File: src/rtl/agu_pkg.sv
// Shared types and sizing for the load/store address-generation station.
// Optional feature macro: AGU_ALIGN_CHECK_EN (word alignment flag on the output).
package agu_pkg;

  localparam int AGU_RS_SIZE = 8;
  localparam int REG_SIZE    = 32;
  localparam int NUM_TAGS    = 64;
  localparam int ROB_SIZE    = 64;
  localparam int NUM_CDB     = 3;
  localparam int ROB_LOG2    = $clog2(ROB_SIZE);
  localparam int TAG_LOG2    = $clog2(NUM_TAGS);

  // One station slot; rs1_val is meaningful only once rs1_rdy is set.
  typedef struct packed {
    logic                valid;
    logic                rs1_rdy;
    logic [ROB_LOG2-1:0] rob_idx;
    logic [TAG_LOG2-1:0] tag_rs1;
    logic [REG_SIZE-1:0] rs1_val;
    logic [11:0]         imm;
    logic                is_word;
  } agu_entry_t;

  // Sign-extend a 12-bit I/S-type immediate to the datapath width.
  function automatic logic [REG_SIZE-1:0] sext12(input logic [11:0] imm);
    return {{(REG_SIZE-12){imm[11]}}, imm};
  endfunction

endpackage

File: src/rtl/agu_pick.sv
// Lowest-index one-hot picker; used for free-slot allocation and ready-entry select.
module agu_pick #(
  parameter int N = 8
) (
  input  logic [N-1:0] req,
  output logic [N-1:0] gnt,
  output logic         any
);

  // Isolate the lowest set bit with the two's-complement trick.
  always_comb begin
    gnt = req & (~req + N'(1));
    any = |req;
  end

endmodule

File: src/rtl/lsq_addr_gen.sv
// Address-generation reservation station feeding the CDB arbiter for the LSQ.
// Holds memory ops until rs1 is known, computes rs1 + sext(imm), and issues
// {addr, rob_index} through a single valid/ready output register.
// Optional feature macro: AGU_ALIGN_CHECK_EN (drives agu_misaligned for word ops).
module lsq_addr_gen
  import agu_pkg::*;
(
  input  logic                               clk,
  input  logic                               rst,
  input  logic                               flush,
  input  logic                               in_valid,
  output logic                               in_ready,
  input  logic [ROB_LOG2-1:0]                in_rob_index,
  input  logic [TAG_LOG2-1:0]                in_tag_rs1,
  input  logic                               in_rs1_ready,
  input  logic [REG_SIZE-1:0]                in_rs1_data,
  input  logic [11:0]                        in_imm,
  input  logic                               in_is_word,
  input  logic [NUM_CDB-1:0][TAG_LOG2-1:0]   cdb_tags,
  input  logic [NUM_CDB-1:0][REG_SIZE-1:0]   cdb_data,
  input  logic [NUM_CDB-1:0]                 cdb_valid,
  output logic                               agu_valid,
  input  logic                               agu_ready,
  output logic [REG_SIZE-1:0]                agu_addr,
  output logic [ROB_LOG2-1:0]                agu_rob_index,
  output logic                               agu_misaligned
);

  agu_entry_t ent [AGU_RS_SIZE];

  logic [AGU_RS_SIZE-1:0] vld_vec, rdy_vec, free_vec;
  logic [AGU_RS_SIZE-1:0] alloc_oh, sel_oh;
  logic                   alloc_any, sel_any;
  logic                   alloc_en, take;

  logic                   disp_hit;
  logic [REG_SIZE-1:0]    disp_data;
  agu_entry_t             new_ent;

  logic [AGU_RS_SIZE-1:0] wk_hit;
  logic [REG_SIZE-1:0]    wk_data [AGU_RS_SIZE];

  logic [REG_SIZE-1:0]    sel_val;
  logic [11:0]            sel_imm;
  logic [ROB_LOG2-1:0]    sel_rob;
  logic [REG_SIZE-1:0]    sel_addr;

  // Occupancy and eligibility vectors from registered entry state only.
  always_comb begin
    for (int i = 0; i < AGU_RS_SIZE; i++) begin
      vld_vec[i] = ent[i].valid;
      rdy_vec[i] = ent[i].valid & ent[i].rs1_rdy;
    end
    free_vec = ~vld_vec;
  end

  agu_pick #(.N(AGU_RS_SIZE)) u_alloc_pick (
    .req (free_vec),
    .gnt (alloc_oh),
    .any (alloc_any)
  );

  agu_pick #(.N(AGU_RS_SIZE)) u_sel_pick (
    .req (rdy_vec),
    .gnt (sel_oh),
    .any (sel_any)
  );

  // A free slot exists iff not every entry is valid; slots freed this cycle
  // only show up next cycle because this looks at registered state.
  assign in_ready = alloc_any;
  assign alloc_en = in_valid & in_ready & ~flush;
  // The output register can take a new address when empty or being drained.
  assign take     = sel_any & (~agu_valid | agu_ready);

  // Dispatch-time operand capture: ROB/ARF value first, else lowest matching CDB lane.
  always_comb begin
    disp_hit  = 1'b0;
    disp_data = in_rs1_data;
    if (!in_rs1_ready && in_tag_rs1 != '0) begin
      for (int j = NUM_CDB - 1; j >= 0; j--) begin
        if (cdb_valid[j] && cdb_tags[j] == in_tag_rs1) begin
          disp_hit  = 1'b1;
          disp_data = cdb_data[j];
        end
      end
    end
    new_ent         = '0;
    new_ent.valid   = 1'b1;
    new_ent.rs1_rdy = in_rs1_ready | disp_hit;
    new_ent.rob_idx = in_rob_index;
    new_ent.tag_rs1 = in_tag_rs1;
    new_ent.rs1_val = disp_data;
    new_ent.imm     = in_imm;
    new_ent.is_word = in_is_word;
  end

  // Per-entry CDB snoop; descending loop lets the lowest matching lane win.
  always_comb begin
    for (int i = 0; i < AGU_RS_SIZE; i++) begin
      wk_hit[i]  = 1'b0;
      wk_data[i] = ent[i].rs1_val;
      for (int j = NUM_CDB - 1; j >= 0; j--) begin
        if (ent[i].valid && !ent[i].rs1_rdy && cdb_valid[j] &&
            cdb_tags[j] != '0 && cdb_tags[j] == ent[i].tag_rs1) begin
          wk_hit[i]  = 1'b1;
          wk_data[i] = cdb_data[j];
        end
      end
    end
  end

  // Entry state: allocate into a free slot, free on select, capture wakeups.
  always_ff @(posedge clk) begin
    for (int i = 0; i < AGU_RS_SIZE; i++) begin
      if (rst || flush) begin
        ent[i] <= '0;
      end else if (alloc_en && alloc_oh[i]) begin
        ent[i] <= new_ent;
      end else if (take && sel_oh[i]) begin
        ent[i].valid <= 1'b0;
      end else if (wk_hit[i]) begin
        ent[i].rs1_rdy <= 1'b1;
        ent[i].rs1_val <= wk_data[i];
      end
    end
  end

  // One-hot mux of the selected entry's operands.
  always_comb begin
    sel_val = '0;
    sel_imm = '0;
    sel_rob = '0;
    for (int i = 0; i < AGU_RS_SIZE; i++) begin
      if (sel_oh[i]) begin
        sel_val = sel_val | ent[i].rs1_val;
        sel_imm = sel_imm | ent[i].imm;
        sel_rob = sel_rob | ent[i].rob_idx;
      end
    end
    sel_addr = sel_val + sext12(sel_imm);
  end

  // Output register: load on take, drop valid when drained with nothing behind it.
  always_ff @(posedge clk) begin
    if (rst || flush) begin
      agu_valid     <= 1'b0;
      agu_addr      <= '0;
      agu_rob_index <= '0;
    end else if (take) begin
      agu_valid     <= 1'b1;
      agu_addr      <= sel_addr;
      agu_rob_index <= sel_rob;
    end else if (agu_ready) begin
      agu_valid     <= 1'b0;
    end
  end

`ifdef AGU_ALIGN_CHECK_EN
  logic sel_word;
  logic mis_q;

  // Word flag of the selected entry, for the alignment check.
  always_comb begin
    sel_word = 1'b0;
    for (int i = 0; i < AGU_RS_SIZE; i++) begin
      if (sel_oh[i]) sel_word = sel_word | ent[i].is_word;
    end
  end

  // Misalignment flag travels with agu_addr; the address itself is unchanged.
  always_ff @(posedge clk) begin
    if (rst || flush) begin
      mis_q <= 1'b0;
    end else if (take) begin
      mis_q <= sel_word & (sel_addr[1:0] != 2'b00);
    end
  end

  assign agu_misaligned = mis_q;
`else
  assign agu_misaligned = 1'b0;
`endif

endmodule

File: config.mk
export PLATFORM = sky130hd
export DESIGN_NAME = lsq_addr_gen
export DESIGN_NICKNAME = d
export VERILOG_FILES = /design/src/rtl/agu_pkg.sv /design/src/rtl/agu_pick.sv /design/src/rtl/lsq_addr_gen.sv
export SDC_FILE = /design/constraint.sdc
export NUM_CORES = 2
export LEC_CHECK = 0
export BUFFER_PORTS_ARGS = -buffer_cell sky130_fd_sc_hd__buf_2
export CAP_MARGIN = 0
export CORE_UTILIZATION = 49
export CTS_CLUSTER_SIZE = 30
export DETAILED_ROUTE_END_ITERATION = 10
export PLACE_DENSITY = 0.78
export SYNTH_ARGS = -nofsm -noshare
export SYNTH_HDL_FRONTEND = slang
export SYNTH_SLANG_ARGS = --single-unit
export TNS_END_PERCENT = 50
File: constraint.sdc
create_clock -name clk -period 14.8 [get_ports clk]
set_input_delay 2.96 -clock clk [delete_from_list [all_inputs] [get_ports clk]]
set_output_delay 2.96 -clock clk [all_outputs]
set_load 0.01 [all_outputs]
==> impl_metrics.tcl <==
set metrics [dict create \
    post_cts_resized 0 \
    synth.net_count 3517 \
    cts_tree "built" \
    ys_seq_area_frac 0.467 \
    gp_congestion 0.929 \
    hp-class "flop to flop" \
    post-cts-setup-buffers 0 \
    synth_cells 3305 \
    dp_hpwl_mm 64.6 \
    stdcell_count 4182 \
    netlist.area_leader.share 0.442 \
    multi_input_area_sq_mm 0.0153 \
    fin_tns_setup_ns 0 \
    nNetsFinal 3495 \
    arrival_ns 7.44 \
    grt_pass1_wl_mm 163 \
    fin_crit_sh 0.481 \
    synth_top_cell_by_area "edfxtp_1" \
    clock_latency_ns 0.63 \
    max-slew-margin-rel 0.164 \
    start_kind "primary input" \
    drc 0 \
    clockRootBuffer "clkbuf_16" \
    dieArea_sq_mm 0.0653 \
    regArea_sq_mm 0.0147 \
    finalWirelength_mm 109 \
    synth_cell_type_count 75 \
    ys_ff_latch 503 \
    layout-drive-gt1-share 0.128 \
    max-vdd-ir-drop_uv 89.2 \
    rows 92 \
    min_period_ns 7.12 \
    vias_per_cell 6.68 \
    io_pins 221 \
    required_ns 15.13 \
    skew_ns 0.0299 \
    die_y_um 256 \
    maxCapViolations 0 \
    clock_sinks 503 \
    grt_start_max_net_pins 66 \
    rsz0062_at_grt "false" \
    ys.flop_type "edfxtp_1" \
    cts_buffer_depth 3 \
    antenna_left 0 \
    drv_slew 0 \
    drt_iter0_drc 4616 \
    synthArstFlopShare 0 \
    routedWlPerCell_um 26.2 \
    cp_max_fo 65 \
    n_fill_cell 5485 \
    power_density_mw_per_mm2 98.6 \
    hold_viol_final 0 \
    cts_made_buffers 55 \
    port_buffers 218 \
    start_util 0.497 \
    setup.worst_path.end_class "flop" \
    leakagePower_nw 12.8 \
    grt_pass1_vias 26693 \
    synthTopCellsByCount "nand2_1, edfxtp_1, o21ai_0" \
    postSynthAreaPerCell_sq_um 9.53 \
    ctsHoldBuffers 0 \
    dr.pass1.iters 9 \
    synth.area.top_cells "edfxtp_1, mux2i_1, nand2_1, o21ai_0, o22ai_1" \
    vias 27949 \
    synth_edf_count 464 \
    antenna_found_initial 14 \
    core-area_sq_mm 0.0633 \
    dp_cells 4072 \
    synth_warnings 0 \
    syn_to_final_growth_pct 10.0 \
    htreeDepth 2 \
    grt-ovfl-total 0 \
    track_usage 0.326 \
    synth_most_common_cell "nand2_1" \
    max_freq_mhz 140 \
    tightestPinTransition_ns 1.25 \
    syn_area_sq_mm 0.0315 \
    total_power_mw 3.42 \
    path_clk_slew_ns 0.06 \
    setup_viol 0 \
    outcome "finished, final reports clean" \
    fp.dieW_um 256 \
    path_class "primary input to flop" \
]
==> kinds of logic (layout without fill, tap and decap cells) <==
family / Yosys count / in the layout / synth area share
other cells: 1 / 10 / 0.000119
compound gates: 932 / 932 / 0.184
buf+inv: 391 / 413 / 0.0521
fa+ha+maj: 32 / 32 / 0.0130
flops: 503 / 503 / 0.467
xor+xnor: 181 / 181 / 0.0503
simple gates: 1013 / 1013 / 0.153
mux: 252 / 252 / 0.0801
==> critical path, cell delays in order <==
cell	delay [ns]
buf_2	0.23
or4_1	0.61
o31ai_4	0.51
or3_2	0.23
buf_4	0.59
o311ai_0	0.52
nand3_1	0.21
buf_4	0.50
nand2_1	0.59
buf_4	0.45
==> area by class of cell <==
class | instances | area share
timing repair buffer | 284 | 0.0458
multi-input combinational | 2411 | 0.442
tap | 846 | 0.0306
antenna | 9 | 0.000650
clock inverter | 34 | 0.00957
inverter | 28 | 0.00303
sequential | 503 | 0.425
clock buffer | 67 | 0.0434
==> flip-flops by register name, summed over array words and instances, names as in the netlist <==
register,count
ent,464
agu_addr,32
agu_rob_index,6
agu_valid,1
==> where the power goes <==
group          switching [mW]  internal [mW]
Sequential             0.0270           1.61
Combinational           0.243          0.111
Clock                   0.600          0.825
Total                   0.870           2.55
==> layer usage <==
| metal | routed length, um | global-route usage | share of wire |
|---|---|---|---|
| met5 | 47 | 0 | 0.00043 |
| met2 | 48500 | 0.508 | 0.44 |
| met4 | 6280 | 0.169 | 0.057 |
| met3 | 16700 | 0.0923 | 0.15 |
| met1 | 37900 | 0.413 | 0.35 |
==> through the flow <==
stage	util	worst slack [ns]	hold WS (ns)	area (sq um)
detailed placement	0.518	7.25	0.442	32800
CTS	0.547	7.88	0.450	34600
finish	0.547	7.68	0.447	34600
global route	0.547	7.72	0.472	34600
floorplan	-	7.75	0.476	31500
global placement	0.518	7.27	0.437	32800
==> cell usage in the layout (no fill, tap or decap), types with 9 or more instances in the layout <==
cell type and count:
a21o_1 16, a21oi_1 87, a221oi_1 49, a222oi_1 51, a22oi_1 43, and2_1 196, buf_2 218, buf_4 66
clkbuf_16 57, clkinv_1 9, clkinv_2 13, dfxtp_1 39, diode_2 9, edfxtp_1 464, ha_1 31, inv_1 28
mux2i_1 252, nand2_1 550, nand3_1 51, nand4_1 39, nor2_1 61, nor2b_1 12, nor3_1 11, nor4_1 11
o211ai_1 11, o21ai_0 332, o21ai_1 36, o22ai_1 252, or3_1 11, or4_1 10, xnor2_1 134, xor2_1 47
==> final timing paths <==
check               start      endpoint  slack, ns  depth (start not counted)
max           cdb_tags[0]    ent[1][81]       7.68                         10
min          agu_addr[14]  agu_addr[14]       0.45                          2
max reg2reg   ent[0][176]  agu_addr[20]       8.48                         16
min reg2reg  agu_addr[14]  agu_addr[14]       0.45                          2
Note: power is estimated with default switching activity, not from simulation.
